`src/rtl/inst_loader_pkg.sv`:
```
// Shared definitions for the instruction-memory boot loader: FSM encoding,
// stream field order and the default memory depth used to size mem_interface.
package inst_loader_pkg;

    localparam int          STATE_W           = 4;
    localparam logic [15:0] DEFAULT_MEM_DEPTH = 16'd4096;

    typedef enum logic [STATE_W-1:0] {
        ST_IDLE    = 4'd0,
        ST_LEN_HI  = 4'd1,
        ST_LEN_LO  = 4'd2,
        ST_DATA_HI = 4'd3,
        ST_DATA_LO = 4'd4,
        ST_WRITE   = 4'd5,
        ST_CSUM    = 4'd6,
        ST_DONE    = 4'd7,
        ST_ERR     = 4'd8
    } state_t;

    // Order in which fields appear on the byte stream.
    typedef enum logic [1:0] {
        FLD_LEN_HI = 2'd0,
        FLD_LEN_LO = 2'd1,
        FLD_DATA   = 2'd2,
        FLD_CSUM   = 2'd3
    } field_t;

    function automatic logic accepts_byte(input state_t s);
        return (s == ST_LEN_HI) || (s == ST_LEN_LO) || (s == ST_DATA_HI) ||
               (s == ST_DATA_LO) || (s == ST_CSUM);
    endfunction

endpackage

```
`src/rtl/loader_byte_pair.sv`:
```
// Pairs stream bytes into a 16-bit word (high byte first) and keeps a running
// XOR of every accepted byte for the trailing checksum compare.
module loader_byte_pair (
    input  logic        clk,
    input  logic        rst,
    input  logic        clear,
    input  logic        accept,
    input  logic        sel_hi,
    input  logic [7:0]  byte_in,
    output logic [15:0] word,
    output logic [7:0]  csum
);

    logic [7:0] hi_q;
    logic [7:0] lo_q;
    logic [7:0] csum_q;

    always_ff @(posedge clk) begin
        if (rst) begin
            hi_q   <= 8'd0;
            lo_q   <= 8'd0;
            csum_q <= 8'd0;
        end else if (clear) begin
            csum_q <= 8'd0;
        end else if (accept) begin
            csum_q <= csum_q ^ byte_in;
            if (sel_hi) begin
                hi_q <= byte_in;
            end else begin
                lo_q <= byte_in;
            end
        end
    end

    assign word = {hi_q, lo_q};
    assign csum = csum_q;

endmodule

```
`src/rtl/inst_loader.sv`:
```
// Boot-time instruction memory writer: parses a length-prefixed byte stream,
// writes 16-bit words and releases the CPU only after the checksum matches.
module inst_loader
    import inst_loader_pkg::*;
#(
    parameter logic [15:0] BASE_ADDR = 16'd0,
    parameter logic [15:0] MEM_DEPTH = DEFAULT_MEM_DEPTH,
    parameter bit          BOOT_HOLD = 1'b1
) (
    input  logic        clk,
    input  logic        rst,
    input  logic        start,
    input  logic        in_valid,
    input  logic [7:0]  in_data,
    output logic        in_ready,
    output logic [15:0] mem_wraddress,
    output logic [15:0] mem_data,
    output logic        mem_wren,
    output logic        cpu_hold,
    output logic        done,
    output logic        error,
    output logic [15:0] words_loaded
);

    state_t      state;
    state_t      state_next;
    logic        fire;
    logic        start_fire;
    logic [15:0] len_q;
    logic [15:0] len_next;
    logic [15:0] wr_addr;
    logic [15:0] pair_word;
    logic [7:0]  csum;
    logic        pair_accept;
    logic        pair_sel_hi;

    assign in_ready    = accepts_byte(state);
    assign fire        = in_valid && in_ready;
    assign start_fire  = start && ((state == ST_IDLE) || (state == ST_DONE) || (state == ST_ERR));
    assign len_next    = {len_q[15:8], in_data};
    // The checksum byte itself is compared, never folded into the accumulator.
    assign pair_accept = fire && (state != ST_CSUM);
    assign pair_sel_hi = (state == ST_LEN_HI) || (state == ST_DATA_HI);

    loader_byte_pair u_pair (
        .clk     (clk),
        .rst     (rst),
        .clear   (start_fire),
        .accept  (pair_accept),
        .sel_hi  (pair_sel_hi),
        .byte_in (in_data),
        .word    (pair_word),
        .csum    (csum)
    );

    always_ff @(posedge clk) begin
        if (rst) begin
            state <= ST_IDLE;
        end else begin
            state <= state_next;
        end
    end

    always_comb begin
        state_next = state;
        case (state)
            ST_IDLE, ST_DONE, ST_ERR: begin
                if (start) state_next = ST_LEN_HI;
            end
            ST_LEN_HI: begin
                if (fire) state_next = ST_LEN_LO;
            end
            ST_LEN_LO: begin
                if (fire) begin
                    if (len_next > MEM_DEPTH) begin
                        state_next = ST_ERR;
                    end else if (len_next == 16'd0) begin
                        state_next = ST_CSUM;
                    end else begin
                        state_next = ST_DATA_HI;
                    end
                end
            end
            ST_DATA_HI: begin
                if (fire) state_next = ST_DATA_LO;
            end
            ST_DATA_LO: begin
                if (fire) state_next = ST_WRITE;
            end
            ST_WRITE: begin
                state_next = ((words_loaded + 16'd1) == len_q) ? ST_CSUM : ST_DATA_HI;
            end
            ST_CSUM: begin
                if (fire) state_next = (in_data == csum) ? ST_DONE : ST_ERR;
            end
            default: state_next = ST_IDLE;
        endcase
    end

    always_ff @(posedge clk) begin
        if (rst) begin
            len_q        <= 16'd0;
            wr_addr      <= 16'd0;
            words_loaded <= 16'd0;
            done         <= 1'b0;
            error        <= 1'b0;
            cpu_hold     <= BOOT_HOLD;
        end else begin
            if (start_fire) begin
                done         <= 1'b0;
                error        <= 1'b0;
                words_loaded <= 16'd0;
                cpu_hold     <= 1'b1;
            end
            if ((state == ST_LEN_HI) && fire) len_q[15:8] <= in_data;
            if ((state == ST_LEN_LO) && fire) len_q[7:0]  <= in_data;
            if ((state == ST_DATA_LO) && fire) wr_addr <= BASE_ADDR + words_loaded;
            if (state == ST_WRITE) words_loaded <= words_loaded + 16'd1;
            // An aborted load keeps the CPU held so a partial image never runs.
            if ((state != ST_ERR) && (state_next == ST_ERR)) error <= 1'b1;
            if ((state == ST_CSUM) && (state_next == ST_DONE)) begin
                done     <= 1'b1;
                cpu_hold <= 1'b0;
            end
        end
    end

    assign mem_wren      = (state == ST_WRITE);
    assign mem_wraddress = wr_addr;
    assign mem_data      = pair_word;

endmodule

```
`config.mk`:
```
export PLATFORM = sky130hd
export DESIGN_NAME = inst_loader
export DESIGN_NICKNAME = d
export VERILOG_FILES = /design/src/rtl/inst_loader_pkg.sv /design/src/rtl/loader_byte_pair.sv /design/src/rtl/inst_loader.sv
export SDC_FILE = /design/constraint.sdc
export NUM_CORES = 1
export LEC_CHECK = 0
export BUFFER_PORTS_ARGS = -buffer_cell sky130_fd_sc_hd__buf_2
export CAP_MARGIN = 20
export CELL_PAD_IN_SITES_DETAIL_PLACEMENT = 1
export CELL_PAD_IN_SITES_GLOBAL_PLACEMENT = 1
export CORE_ASPECT_RATIO = 2
export CORE_MARGIN = 2
export CORE_UTILIZATION = 46
export CTS_CLUSTER_DIAMETER = 200
export CTS_CLUSTER_SIZE = 20
export DETAILED_ROUTE_END_ITERATION = 10
export GPL_ROUTABILITY_DRIVEN = 0
export PLACE_DENSITY_LB_ADDON = 0.25
export SLEW_MARGIN = 20
export SYNTH_ARGS = -nofsm -noshare
export SYNTH_HDL_FRONTEND = slang
export SYNTH_HIERARCHICAL = 1
export SYNTH_SLANG_ARGS = --single-unit
```
`constraint.sdc`:
```
create_clock -name clk -period 3.6 [get_ports clk]
set_clock_uncertainty 0.15 [all_clocks]
set_input_delay 0.54 -clock clk [delete_from_list [all_inputs] [get_ports clk]]
set_output_delay 0.54 -clock clk [all_outputs]
set_load 0.01 [all_outputs]
```
==> flow_metrics.env <==
export IMPL_status="finished, final reports clean"
export IMPL_first_iter_violations=210
export IMPL_io_buffer_count=64
export IMPL_setup_violations=0
export IMPL_slew_headroom_pct=48.09
export IMPL_synth_nets=486
export IMPL_grt_pass1_vias=3775
export IMPL_grt_usage_pct=24.70
export IMPL_cts_sinks=79
export IMPL_die_area_mm2=0.009884
export IMPL_htreeDepth=3
export IMPL_timing_setup_tns_ns=0
export IMPL_mostFrequentLayoutCells="dfxtp_1 (79), buf_2 (64), nor2_1 (56), mux2i_1 (50), nand2b_1 (31)"
export IMPL_drt_first_pass_iters=4
export IMPL_timing_fmax_mhz=330.7
export IMPL_hold_violations=0
export IMPL_timing_critical_path_cells="nor2b_1, nand3b_1, inv_2, buf_2"
export IMPL_syn_inst=473
export IMPL_nets=530
export IMPL_critPathMaxFanout=14
export IMPL_dieHeight_um=138.6
export IMPL_cp_end_kind="output port"
export IMPL_reg2reg_depth=6
export IMPL_antenna_found_initial=0
export IMPL_synth_area_mm2=0.004168
export IMPL_n_fill_cell=1074
export IMPL_hold_depth=2
export IMPL_post_cts_buffers=0
export IMPL_synth_top_cells_by_area="dfxtp_1 (38%), mux2i_1 (12%), nor2_1 (5.0%)"
export IMPL_rows=49
export IMPL_p_per_area_mw_per_mm2=451.7
export IMPL_worstMarginPinSlew_ns=0.7752
export IMPL_ys_async_sr_fraction_pct=0
export IMPL_cts_hold_buf=0
export IMPL_post_drt_wl_per_cell_um=18.83
export IMPL_crit_type="flop to output port"
export IMPL_yosysSeqAreaShare_pct=37.95
export IMPL_hp_start="done$_SDFFE_PP0P_"
export IMPL_synth_edf_count=0
export IMPL_fin_crit_sh_pct=84.01
export IMPL_hold_worst_slack_ns=0.3063
export IMPL_insertion_delay_ns=0.34
export IMPL_whs_endpoint="done$_SDFFE_PP0P_"
export IMPL_crit_arrival_ns=2.33
export IMPL_max_cap_violations=0
export IMPL_syn_area_per_cell_um2=8.811
export IMPL_rsz0062_at_grt="no"
export IMPL_clockBufferDepth=2
export IMPL_required_ns=2.91
export IMPL_path_clk_slew_ns=0.06
export IMPL_postCtsResizedCells=0
export IMPL_cts_root_buf="clkbuf_16"
export IMPL_worst_path_largest_cell_delay_ns=0.59
export IMPL_cts_buffers=9
export IMPL_drive_gt1_share_pct=20.31
export IMPL_crit_family="simple AND/OR/NAND/NOR gates"
export IMPL_cp_num_buf_inv=2
export IMPL_vias=3666
export IMPL_final_common_cell="dfxtp_1"
export IMPL_finalMaxSlewViolations=0
export IMPL_drcViolationCount=0
export IMPL_r2r_start="state[2]$_SDFF_PP0_"
export IMPL_grt_ovfl_total=0
export IMPL_startpoint_type="flop"
export IMPL_final_antenna_net_count=0
export IMPL_yosysTopAreaCell="dfxtp_1"
export IMPL_antenna_cells=0
export IMPL_grt_pass1_wl_um=19040
export IMPL_grt_start_max_net_pins=53
export IMPL_worstReg2RegEnd="u_pair/lo_q[6]$_SDFFE_PP0P_"
export IMPL_coreArea_mm2=0.008890
export IMPL_synthFlopType="dfxtp_1"
export IMPL_start_util_pct=46.88
export IMPL_ys_types=58
export IMPL_crit_path_top_delay_cell="dfxtp_1"
export IMPL_ir_worst_vdd_uv=296.5
export IMPL_ys_seq_elements=79
export IMPL_reg2reg_slack_ns=0.73
export IMPL_cts_tree="yes"
export IMPL_leakage_uw=0.002086
export IMPL_yosys_warnings=6
export IMPL_vias_per_cell=5.875
export IMPL_ioPinCount=65
export IMPL_yosysTopAreaCellShare_pct=37.95
export IMPL_die_x_um=71.31
export IMPL_finalCriticalPeriod_ns=3.024
export IMPL_dp_hpwl_um=8693
export IMPL_syn_to_final_growth_pct=15.37
export IMPL_holdCritPathClass="flop to flop"
export IMPL_totalWireLength_um=11750
-- final cells by class --
class | count | area, um2 | area share, %
multi-input combinational | 354 | 2382 | 49.54
inverter | 5 | 18.77 | 0.3903
tap | 102 | 127.6 | 2.654
clock inverter | 5 | 105.1 | 2.186
sequential | 79 | 1582 | 32.89
timing repair buffer | 68 | 350.3 | 7.286
clock buffer | 11 | 242.7 | 5.048
-- registers in the layout, indices dropped and copies added (netlist names), 4 cells and up --
register and count:
len_q 16, mem_wraddress 16, state 4, u_pair/csum 8, u_pair/hi_q 8, u_pair/lo_q 8
words_loaded 16
-- synthesized netlist by cell type, types with 3 or more instances --
library cell	n
buf_6	3
xnor2_1	17
and3_1	3
nand3b_1	11
nor2b_1	3
nor4_1	10
nand2_1	27
or3_1	3
dfxtp_1	79
o22ai_1	4
buf_4	3
nor3_1	10
a21oi_1	29
clkbuf_1	11
xor2_1	13
a311oi_1	3
nor4_2	4
a21bo_2	8
nand2b_1	31
buf_2	15
nor2_1	56
nand4_1	5
a21o_1	3
mux2i_1	50
inv_1	3
a22oi_1	3
o21ai_1	9
nand3_1	12
o21ai_0	9
a211oi_1	3
-- per-stage QoR --
step           cells  cell area (um2)  total power, uW  setup slack, ns  utilization (%)
2_1_floorplan    473             4168             1070            1.472                -
3_3_place_gp     608             4461             1123           0.8942            50.18
3_5_place_dp     608             4461             1131           0.7844            50.18
4_1_cts          624             4808             2199           0.5765            54.09
5_1_grt          624             4808             2247           0.3670            54.09
6_report         624             4808             2172           0.5758            54.09
-- tightest hold or removal path, delay by kind of cell (launching register included) --
kind	cells	cell delay, ns
AOI/OAI and AO/OA	1	0.05
and+or+nand+nor	1	0.05
DFF	1	0.31
-- layer usage --
| layer | up-vias | global-route usage, % | share of wire [%] |
|---|---|---|---|
| li1 | 1746 | - | - |
| met1 | 1781 | 24.25 | 36 |
| met2 | 102 | 45.57 | 55 |
| met3 | 37 | 4.797 | 3.7 |
| met4 | 0 | 15.00 | 5.5 |
| met5 | - | 0 | 0 |
-- where the power goes --
part / internal, uW / switching [uW] / total, uW
combinational: 77.0 / 124 / 201
sequential: 892 / 19.5 / 912
clock: 696 / 363 / 1060
total: 1670 / 507 / 2170
-- worst max-delay path by stage --
stage | depth (start not counted) | to | start | slack [ns]
global route | 4 | mem_wren | state[2]$_SDFF_PP0_ | 0.37
detailed placement | 6 | u_pair/lo_q[6]$_SDFFE_PP0P_ | state[2]$_SDFF_PP0_ | 0.78
global placement | 6 | u_pair/lo_q[4]$_SDFFE_PP0P_ | state[2]$_SDFF_PP0_ | 0.89
floorplan | 5 | words_loaded[12]$_SDFFE_PP0P_ | words_loaded[0]$_SDFFE_PP0P_ | 1.47
finish | 4 | mem_wren | state[2]$_SDFF_PP0_ | 0.58
CTS | 4 | mem_wren | state[2]$_SDFF_PP0_ | 0.58
-- logic make-up (layout without fill, tap and decap cells) --
logic type / Yosys count / in the layout / share of synthesized area, %
flip-flops: 79 / 79 / 37.95
multiplexers: 50 / 50 / 12.01
buffers and inverters: 40 / 89 / 4.893
AO/OA/AOI/OAI: 83 / 83 / 12.79
XOR/XNOR: 31 / 31 / 6.875
adder cells (fa/ha/maj): 1 / 1 / 0.3002
AND/OR/NAND/NOR: 189 / 189 / 25.19
Power figures use the tool's default switching activity.
